[src/rtl/shift_reg_pkg.sv]
`default_nettype none
// +--------------------------------------------------------------------+
// | shift_reg_pkg: mode/state encodings and the shared shift operator   |
// | Revision: 1.0                                                       |
// +--------------------------------------------------------------------+
package shift_reg_pkg;

  // Widest register shift_op can serve; callers zero-extend into this.
  localparam int c_MAXW = 64;

  typedef enum logic [2:0] {
    MODE_HOLD = 3'd0,
    MODE_LOAD = 3'd1,
    MODE_SHL  = 3'd2,
    MODE_SHR  = 3'd3,
    MODE_ROTL = 3'd4,
    MODE_ROTR = 3'd5,
    MODE_ASR  = 3'd6,
    MODE_RSVD = 3'd7
  } mode_e;

  typedef enum logic [0:0] {
    IDLE     = 1'b0,
    SHIFTING = 1'b1
  } state_e;

  function automatic logic is_shift_mode(input logic [2:0] mode);
    return (mode >= MODE_SHL) && (mode <= MODE_ASR);
  endfunction

  // Returns {out_bit, next_q}; only the low w bits of next_q are meaningful
  // and the bits above them come back zero.
  function automatic logic [c_MAXW:0] shift_op(
    input logic [c_MAXW-1:0] q,
    input logic [2:0]        mode,
    input logic              sin,
    input int unsigned       w
  );
    logic [c_MAXW-1:0] one;
    logic [c_MAXW-1:0] topbit;
    logic [c_MAXW-1:0] mask;
    logic [c_MAXW-1:0] nq;
    logic              msb;
    logic              lsb;
    logic              ob;
    one    = {{(c_MAXW-1){1'b0}}, 1'b1};
    topbit = one << (w - 1);
    mask   = {c_MAXW{1'b1}} >> (c_MAXW - w);
    msb    = |(q & topbit);
    lsb    = q[0];
    nq     = q;
    ob     = 1'b0;
    case (mode)
      MODE_SHL:  begin nq = (q << 1) | (sin ? one    : '0); ob = msb; end
      MODE_SHR:  begin nq = (q >> 1) | (sin ? topbit : '0); ob = lsb; end
      MODE_ROTL: begin nq = (q << 1) | (msb ? one    : '0); ob = msb; end
      MODE_ROTR: begin nq = (q >> 1) | (lsb ? topbit : '0); ob = lsb; end
      MODE_ASR:  begin nq = (q >> 1) | (msb ? topbit : '0); ob = lsb; end
      default:   begin nq = q; ob = 1'b0; end
    endcase
    return {ob, nq & mask};
  endfunction

endpackage
`default_nettype wire

[src/rtl/shift_reg_seq.sv]
`default_nettype none
// +--------------------------------------------------------------------+
// | shift_reg_seq: auto-shift sequencer (FSM, shift counter, done)      |
// | Revision: 1.0                                                       |
// +--------------------------------------------------------------------+
module shift_reg_seq
  import shift_reg_pkg::*;
#(
  parameter int WIDTH = 8,
  parameter int CNTW  = $clog2(WIDTH) + 1
) (
  input  logic            clk,
  input  logic            reset,
  input  logic            set,
  input  logic            start,
  input  logic [2:0]      mode,
  input  logic [CNTW-1:0] amt,
  output logic            step_en,
  output logic [2:0]      lat_mode,
  output logic            idle,
  output logic            busy,
  output logic            done
);

  localparam logic [CNTW-1:0] c_AMT_MAX = CNTW'(WIDTH);
  localparam logic [CNTW-1:0] c_CNT_ONE = CNTW'(1);

  state_e          r_state;
  state_e          w_state_nx;
  logic [CNTW-1:0] r_cnt;
  logic [CNTW-1:0] w_cnt_nx;
  logic [CNTW-1:0] w_amt_sat;
  logic [2:0]      r_mode;
  logic [2:0]      w_mode_nx;
  logic            r_done;
  logic            w_done_nx;

  assign w_amt_sat = (amt > c_AMT_MAX) ? c_AMT_MAX : amt;

  always_ff @(posedge clk) begin
    if (reset) begin
      r_state <= IDLE;
      r_cnt   <= '0;
      r_mode  <= MODE_HOLD;
      r_done  <= 1'b0;
    end else begin
      r_state <= w_state_nx;
      r_cnt   <= w_cnt_nx;
      r_mode  <= w_mode_nx;
      r_done  <= w_done_nx;
    end
  end

  always_comb begin
    w_state_nx = r_state;
    w_cnt_nx   = r_cnt;
    w_mode_nx  = r_mode;
    w_done_nx  = 1'b0;
    step_en    = 1'b0;
    if (set) begin
      // Abort: drop any run in progress without reporting completion.
      w_state_nx = IDLE;
      w_cnt_nx   = '0;
    end else begin
      case (r_state)
        IDLE: begin
          if (start) begin
            if ((w_amt_sat != '0) && is_shift_mode(mode)) begin
              w_mode_nx  = mode;
              w_cnt_nx   = w_amt_sat;
              w_state_nx = SHIFTING;
            end else begin
              w_done_nx = 1'b1;
            end
          end
        end
        SHIFTING: begin
          step_en  = 1'b1;
          w_cnt_nx = r_cnt - c_CNT_ONE;
          if (r_cnt == c_CNT_ONE) begin
            w_state_nx = IDLE;
            w_done_nx  = 1'b1;
          end
        end
        default: w_state_nx = IDLE;
      endcase
    end
  end

  assign idle     = (r_state == IDLE);
  assign busy     = (r_state == SHIFTING);
  assign lat_mode = r_mode;
  assign done     = r_done;

endmodule
`default_nettype wire

[src/rtl/shift_reg_ctl.sv]
`default_nettype none
// +--------------------------------------------------------------------+
// | shift_reg_ctl: WIDTH-bit register, manual modes plus auto-shift     |
// | Revision: 1.0                                                       |
// +--------------------------------------------------------------------+
module shift_reg_ctl
  import shift_reg_pkg::*;
#(
  parameter int               WIDTH     = 8,
  parameter logic [WIDTH-1:0] RESET_VAL = {WIDTH{1'b0}},
  parameter logic [WIDTH-1:0] SET_VAL   = {WIDTH{1'b1}},
  parameter int               CNTW      = $clog2(WIDTH) + 1
) (
  input  logic             clk,
  input  logic             reset,
  input  logic             set,
  input  logic             en,
  input  logic [2:0]       mode,
  input  logic [WIDTH-1:0] d,
  input  logic             sin,
  input  logic             start,
  input  logic [CNTW-1:0]  amt,
  output logic [WIDTH-1:0] q,
  output logic [WIDTH-1:0] qbar,
  output logic             sout,
  output logic             busy,
  output logic             done
);

  logic [WIDTH-1:0]  r_q;
  logic              r_sout;
  logic              w_step_en;
  logic [2:0]        w_lat_mode;
  logic              w_idle;
  logic              w_manual;
  logic [2:0]        w_op_mode;
  logic [c_MAXW-1:0] w_q_ext;
  logic [c_MAXW:0]   w_op;
  logic [WIDTH-1:0]  w_shift_q;
  logic              w_shift_out;

  shift_reg_seq #(
    .WIDTH (WIDTH),
    .CNTW  (CNTW)
  ) u_seq (
    .clk      (clk),
    .reset    (reset),
    .set      (set),
    .start    (start),
    .mode     (mode),
    .amt      (amt),
    .step_en  (w_step_en),
    .lat_mode (w_lat_mode),
    .idle     (w_idle),
    .busy     (busy),
    .done     (done)
  );

  // A start request owns the IDLE cycle it arrives in, so no manual op then.
  assign w_manual    = w_idle & ~start & en;
  assign w_op_mode   = w_step_en ? w_lat_mode : mode;
  assign w_q_ext     = c_MAXW'(r_q);
  assign w_op        = shift_op(w_q_ext, w_op_mode, sin, unsigned'(WIDTH));
  assign w_shift_q   = w_op[WIDTH-1:0];
  assign w_shift_out = w_op[c_MAXW];

  generate
    if (WIDTH < c_MAXW) begin : g_pad
      logic w_unused_pad;
      assign w_unused_pad = ^w_op[c_MAXW-1:WIDTH];
    end
  endgenerate

  always_ff @(posedge clk) begin
    if (reset) begin
      r_q    <= RESET_VAL;
      r_sout <= 1'b0;
    end else if (set) begin
      r_q <= SET_VAL;
    end else if (w_step_en) begin
      r_q    <= w_shift_q;
      r_sout <= w_shift_out;
    end else if (w_manual) begin
      if (is_shift_mode(mode)) begin
        r_q    <= w_shift_q;
        r_sout <= w_shift_out;
      end else if (mode == MODE_LOAD) begin
        r_q <= d;
      end
    end
  end

  assign q    = r_q;
  assign qbar = ~r_q;
  assign sout = r_sout;

endmodule
`default_nettype wire
[config.mk]
export PLATFORM = sky130hd
export DESIGN_NAME = shift_reg_ctl
export DESIGN_NICKNAME = d
export VERILOG_FILES = /design/src/rtl/shift_reg_pkg.sv /design/src/rtl/shift_reg_seq.sv /design/src/rtl/shift_reg_ctl.sv
export SDC_FILE = /design/constraint.sdc
export NUM_CORES = 1
export LEC_CHECK = 0
export ABC_AREA = 1
export CORE_ASPECT_RATIO = 1.25
export CORE_MARGIN = 8
export CORE_UTILIZATION = 35
export CTS_CLUSTER_DIAMETER = 60
export DETAILED_ROUTE_END_ITERATION = 16
export PLACE_DENSITY = 0.58
export SETUP_SLACK_MARGIN = 0.1
export SYNTH_ARGS = -nofsm -noshare
export SYNTH_HDL_FRONTEND = slang
export SYNTH_SLANG_ARGS = --single-unit
export TNS_END_PERCENT = 100
[constraint.sdc]
create_clock -name clk -period 2.1 [get_ports clk]
set_input_delay 0.42 -clock clk [delete_from_list [all_inputs] [get_ports clk]]
set_output_delay 0.42 -clock clk [all_outputs]
set_load 0.02 [all_outputs]
### Yosys cells after proc, flatten, opt, wreduce, memory -nomap -nowiden

Cells that the tools add are included.

* magnitude comparators: 3
* equal/unequal tests: 9
* reduce and logical (&&, ||, !) cells: 14
* add/subtract/negate cells: 1
* bitwise operators: 11
* muxes and demuxes: 30

Operators by type and width (number)
* $mux 8: 8
* $pmux 8 s5: 1
* $or 7x8->8: 3
* $or 8x1->8: 2
* $mux 1: 13
* $mux 4: 3
* $eq 3x3->1 const B: 3
* $not 8->8: 1
* $pmux 4 s2: 1
* $reduce_bool 4->1: 2
* $eq 3x2->1 const B: 2
* $pmux 1 s2: 3
* $eq 4x1->1 const B: 1
* $gt 4x4->1 const B: 1
* $reduce_and 2->1: 2
* $reduce_and 4->1: 1
* $reduce_bool 2->1: 2
* $reduce_or 2->1: 2
* $sub 4x1->4 const B: 1
* $eq 3x1->1 const B: 1
* $ge 3x2->1 const B: 1
* $le 3x3->1 const B: 1
* $mux 3: 1
* $not 1->1: 3
* other kinds (7): 9

* word-level logic and storage cells: 74
* output and inout bits: 19
* register bits after elaboration: 18

### Logic depth before layout (Yosys ltp)

* word-level depth: 9
* gate-level depth with buffers: 12
* depth with buffers taken out: 11

### By module

A second synthesis with hierarchy kept.

* cell total of the unflattened synthesis: 244
* area total of the unflattened synthesis: 1481.4 um^2

Modules (own cells, without submodules)
* shift_reg_ctl: cells an instance 160, area each 915.9 um^2, sequential area each 180.2 um^2, instances 1
* shift_reg_seq: cells an instance 84, area each 565.5 um^2, sequential area each 180.2 um^2, instances 1

### Least setup slack after synthesis

No wires, ideal clock.

* path kind: flip-flop to flip-flop
* from: register u_seq.r_state (netlist: u_seq.busy)
* to: register r_q[0] (netlist: q[0])
* clock period less this slack: 1.561 ns
* library setup time: 0.132 ns
* stages on the path, launching flop included: 13
* arrival time: 1.429 ns
* path slack: 0.539 ns
* cell sequence: dfxtp_1 -> inv_2 -> nor2_2 -> nand2_1 -> nand2_2 -> buf_6 -> nand3_1 -> nand2_1 -> nand2_1 -> nand2_1 -> nand2_1 -> o21bai_1 -> a21oi_1

* longest elaborated chain between the ends: 9

RTL lines
* from (decl): RTL line shift_reg_seq.sv:28 `state_e r_state;`
* from (signal assigned): RTL line shift_reg_seq.sv:47 `r_state <= w_state_nx;`
* $mux 1: RTL line shift_reg_seq.sv:65 `case (r_state)`
* $mux 1: RTL line shift_reg_seq.sv:60 `if (set) begin`
* $mux 3: RTL line shift_reg_ctl.sv:61 `assign w_op_mode = w_step_en ? w_lat_mode : mode;`
* $eq 3x3->1 or $eq 3x2->1 (tied branches): RTL line shift_reg_pkg.sv:53 `case (mode)`
* $pmux 8 s5: RTL line shift_reg_pkg.sv:53
* $mux 8: RTL line shift_reg_ctl.sv:84 `if (is_shift_mode(mode)) begin`
* $mux 8: RTL line shift_reg_ctl.sv:83 `end else if (w_manual) begin`
* $mux 8: RTL line shift_reg_ctl.sv:80 `end else if (w_step_en) begin`
* $mux 8: RTL line shift_reg_ctl.sv:78 `end else if (set) begin`
* to (signal assigned): RTL line shift_reg_ctl.sv:81 `r_q <= w_shift_q;`
* to (signal assigned): RTL line shift_reg_ctl.sv:85 `r_q <= w_shift_q;`
* to (decl): RTL line shift_reg_ctl.sv:30 `logic [WIDTH-1:0] r_q;`

Several ways; a longest one is shown, not always the timed one. The select of a mux whose other input is x is not followed.
A chain may end at the register's enable or synchronous reset.

### Worst setup path after layout

* from: input set
* to: register r_q[0] (netlist: q[0])

* longest elaborated chain between the ends: 8

RTL lines
* from (decl): RTL line shift_reg_ctl.sv:16 `input logic set,`
* $mux 1: RTL line shift_reg_seq.sv:60
* $mux 3: RTL line shift_reg_ctl.sv:61
* $eq 3x3->1 or $eq 3x2->1 (tied branches): RTL line shift_reg_pkg.sv:53
* $pmux 8 s5: RTL line shift_reg_pkg.sv:53
* $mux 8: RTL line shift_reg_ctl.sv:84
* $mux 8: RTL line shift_reg_ctl.sv:83
* $mux 8: RTL line shift_reg_ctl.sv:80
* $mux 8: RTL line shift_reg_ctl.sv:78

Several ways; a longest one is shown, not always the timed one. The select of a mux whose other input is x is not followed.

==> flow_metrics.env <==
export IMPL_vias=1532
export IMPL_dpl_hpwl_microns=3010
export IMPL_postCtsHoldBufs=0
export IMPL_critPathKind="input pin to flop"
export IMPL_drtAntennaViolNets=0
export IMPL_place_gp_congestion=0.870
export IMPL_cts_buffers=3
export IMPL_synth_nets=247
export IMPL_synth_seq_area_share=0.263
export IMPL_portBuffers=39
export IMPL_cp_end_kind="flop"
export IMPL_final_setup_viol_count=0
export IMPL_worstPathArrival_ns=1.93
export IMPL_cap_violations=0
export IMPL_grt_pass1_wl_microns=6290
export IMPL_synth_distinct_cells=26
export IMPL_final_nets=298
export IMPL_final_cell_mix="56 x nand2_1, 39 x clkdlybuf4s50_1, 24 x a21oi_1"
export IMPL_cts_sinks=18
export IMPL_grt_pass1_vias=1447
export IMPL_slew_headroom=0.739
export IMPL_pwr_share_seq=0.371
export IMPL_totalWireLength_microns=3670
export IMPL_path_clk_slew_ns=0.07
export IMPL_met1_usage=0.136
export IMPL_p_int_uw=708
export IMPL_min_period_over_period=0.852
export IMPL_final_layout_size_suffix_gt1_frac=0.153
export IMPL_synth_cell_area_sq_mm=0.00137
export IMPL_grt_max_degree=16
export IMPL_hold_viol=0
export IMPL_dr_first_iter_drc_count=47
export IMPL_die_h_microns=86.0
export IMPL_syn2layout_area_growth_pct=42.5
export IMPL_reg2regPathDepth=10
export IMPL_rsz0062_at_grt="false"
export IMPL_period_needed_ns=1.79
export IMPL_firstDrtPassIters=4
export IMPL_swShare=0.332
export IMPL_final_common_cell="nand2_1"
export IMPL_status="complete, no violations"
export IMPL_cp_start_kind="input pin"
export IMPL_powerDensity_mw_per_mm2=542
export IMPL_yosysWarnings=0
export IMPL_finClkSkew_ns=0.00326
export IMPL_ys_ff_latch=18
export IMPL_power_frac_comb=0.356
export IMPL_via_per_inst=4.67
export IMPL_met3_usage=0.0210
export IMPL_drv_slew=0
export IMPL_antenna_found_initial=0
export IMPL_clkLatencyLatePin_ns=0.25
export IMPL_cts_resized=0
export IMPL_diodes=0
export IMPL_clock_power_share=0.273
export IMPL_power_switching_uw=352
export IMPL_die_area_sq_mm=0.00619
export IMPL_grt_busiest_layer="met2"
export IMPL_required_ns=2.24
export IMPL_num_rows=25
export IMPL_cts_setup_buffers=0
export IMPL_avgSynthCellArea_sq_um=6.12
export IMPL_drcViolationCount=0
export IMPL_use_met2=0.223
export IMPL_worst_slew_pin_slew_ns=0.389
export IMPL_whs_ns=0.480
export IMPL_die_x_microns=72.0
export IMPL_timing_fmax_ghz=0.559
export IMPL_cts_tree="done"
export IMPL_ir_drop_mv=0.364
export IMPL_hp_class="flop to flop"
export IMPL_coreArea_sq_mm=0.00378
export IMPL_tns_ns=0
export IMPL_ioPinCount=40
export IMPL_p_leak_uw=0.000887
export IMPL_grt_ovfl_total=0
export IMPL_grtUsageTotal=0.122
export IMPL_critPathMaxFanout=7
export IMPL_initial_core_util=0.362
export IMPL_cts_buffer_depth=2
export IMPL_synthCells=224
export IMPL_wl_per_cell_microns=11.2
export IMPL_htree_levels=1
export IMPL_min_path_cells=2
export IMPL_root_buffer="clkbuf_8"
==> path summary, 6_finish.rpt <==
path | end | slack, ns | from
setup / recovery | q[0]$_SDFFE_PP0P_ | 0.31 | set
hold / removal | sout$_SDFFE_PP0P_ | 0.48 | sout$_SDFFE_PP0P_
setup reg to reg | q[0]$_SDFFE_PP0P_ | 0.43 | u_seq.busy$_SDFF_PP0_
hold reg to reg | sout$_SDFFE_PP0P_ | 0.48 | sout$_SDFFE_PP0P_
==> synthesized netlist by cell type, drive strengths merged <==
master,n,area (sq um)
nor3,3,15.0
o21bai,1,7.51
clkbuf,2,7.51
nor2,26,105
o21ai,7,38.8
buf,4,32.5
dfxtp,18,360
o211ai,1,7.51
nand2,66,288
nand3,24,130
inv,31,116
a211oi,3,22.5
a31oi,4,25.0
xor2,1,8.76
a21oi,25,136
ha,2,25.0
nand3b,6,45.0
==> power groups by stage <==
stage	clock network, uW	registers, uW	logic (uW)
2_1_floorplan	0	413	208
3_3_place_gp	0	402	381
3_5_place_dp	0	402	381
4_1_cts	301	394	382
5_1_grt	312	398	420
6_report	289	393	377
==> per-stage QoR <==
stage | util | instances | power, uW | worst slack, ns | area [sq um]
2_1_floorplan | - | 224 | 621 | 0.539 | 1370
3_3_place_gp | 0.502 | 324 | 783 | 0.0357 | 1900
3_5_place_dp | 0.502 | 324 | 783 | 0.0372 | 1900
4_1_cts | 0.516 | 328 | 1080 | 0.292 | 1950
5_1_grt | 0.516 | 328 | 1130 | 0.110 | 1950
6_report | 0.516 | 328 | 1060 | 0.311 | 1950
==> final cells by class <==
class | count | area [sq um]
Clock buffer | 4 | 55.1
Tap cell | 54 | 67.6
Fill cell | 403 | 1830
Inverter | 31 | 116
Sequential cell | 18 | 360
Multi-Input combinational cell | 169 | 855
Timing Repair Buffer | 52 | 500
==> per-layer routing <==
metal  share of wire  wire length, microns
met2            0.51                  1860
met5               0                     0
met3           0.047                   173
met4          0.0093                    34
met1            0.43                  1590
==> logic make-up (layout without fill, tap and decap cells) <==
group                      count (synthesis)  after routing  share of synthesized area
and+or+nand+nor                          125            125                      0.425
adders and majority gates                  2              2                     0.0182
xor gates and xnor gates                   1              1                    0.00639
AOI/OAI and AO/OA                         41             41                      0.173
DFF                                       18             18                      0.263
buffers and inverters                     37             87                      0.114
==> critical path: stages <==
cell,delay (ns)
clkdlybuf4s50_1,0.46
inv_2,0.14
nand2_4,0.07
nand2_1,0.07
nand2_2,0.10
nor2_1,0.23
a21oi_4,0.12
nand2_1,0.07
nand2_1,0.05
o21bai_1,0.13
a21oi_1,0.07
==> flip-flops by register name, indices dropped and copies added, names as in the netlist <==
register / flops
u_seq.lat_mode: 3
q: 8
sout: 1
u_seq.r_cnt: 4
u_seq.busy: 1
u_seq.done: 1
Power figures use the tool's default switching activity.
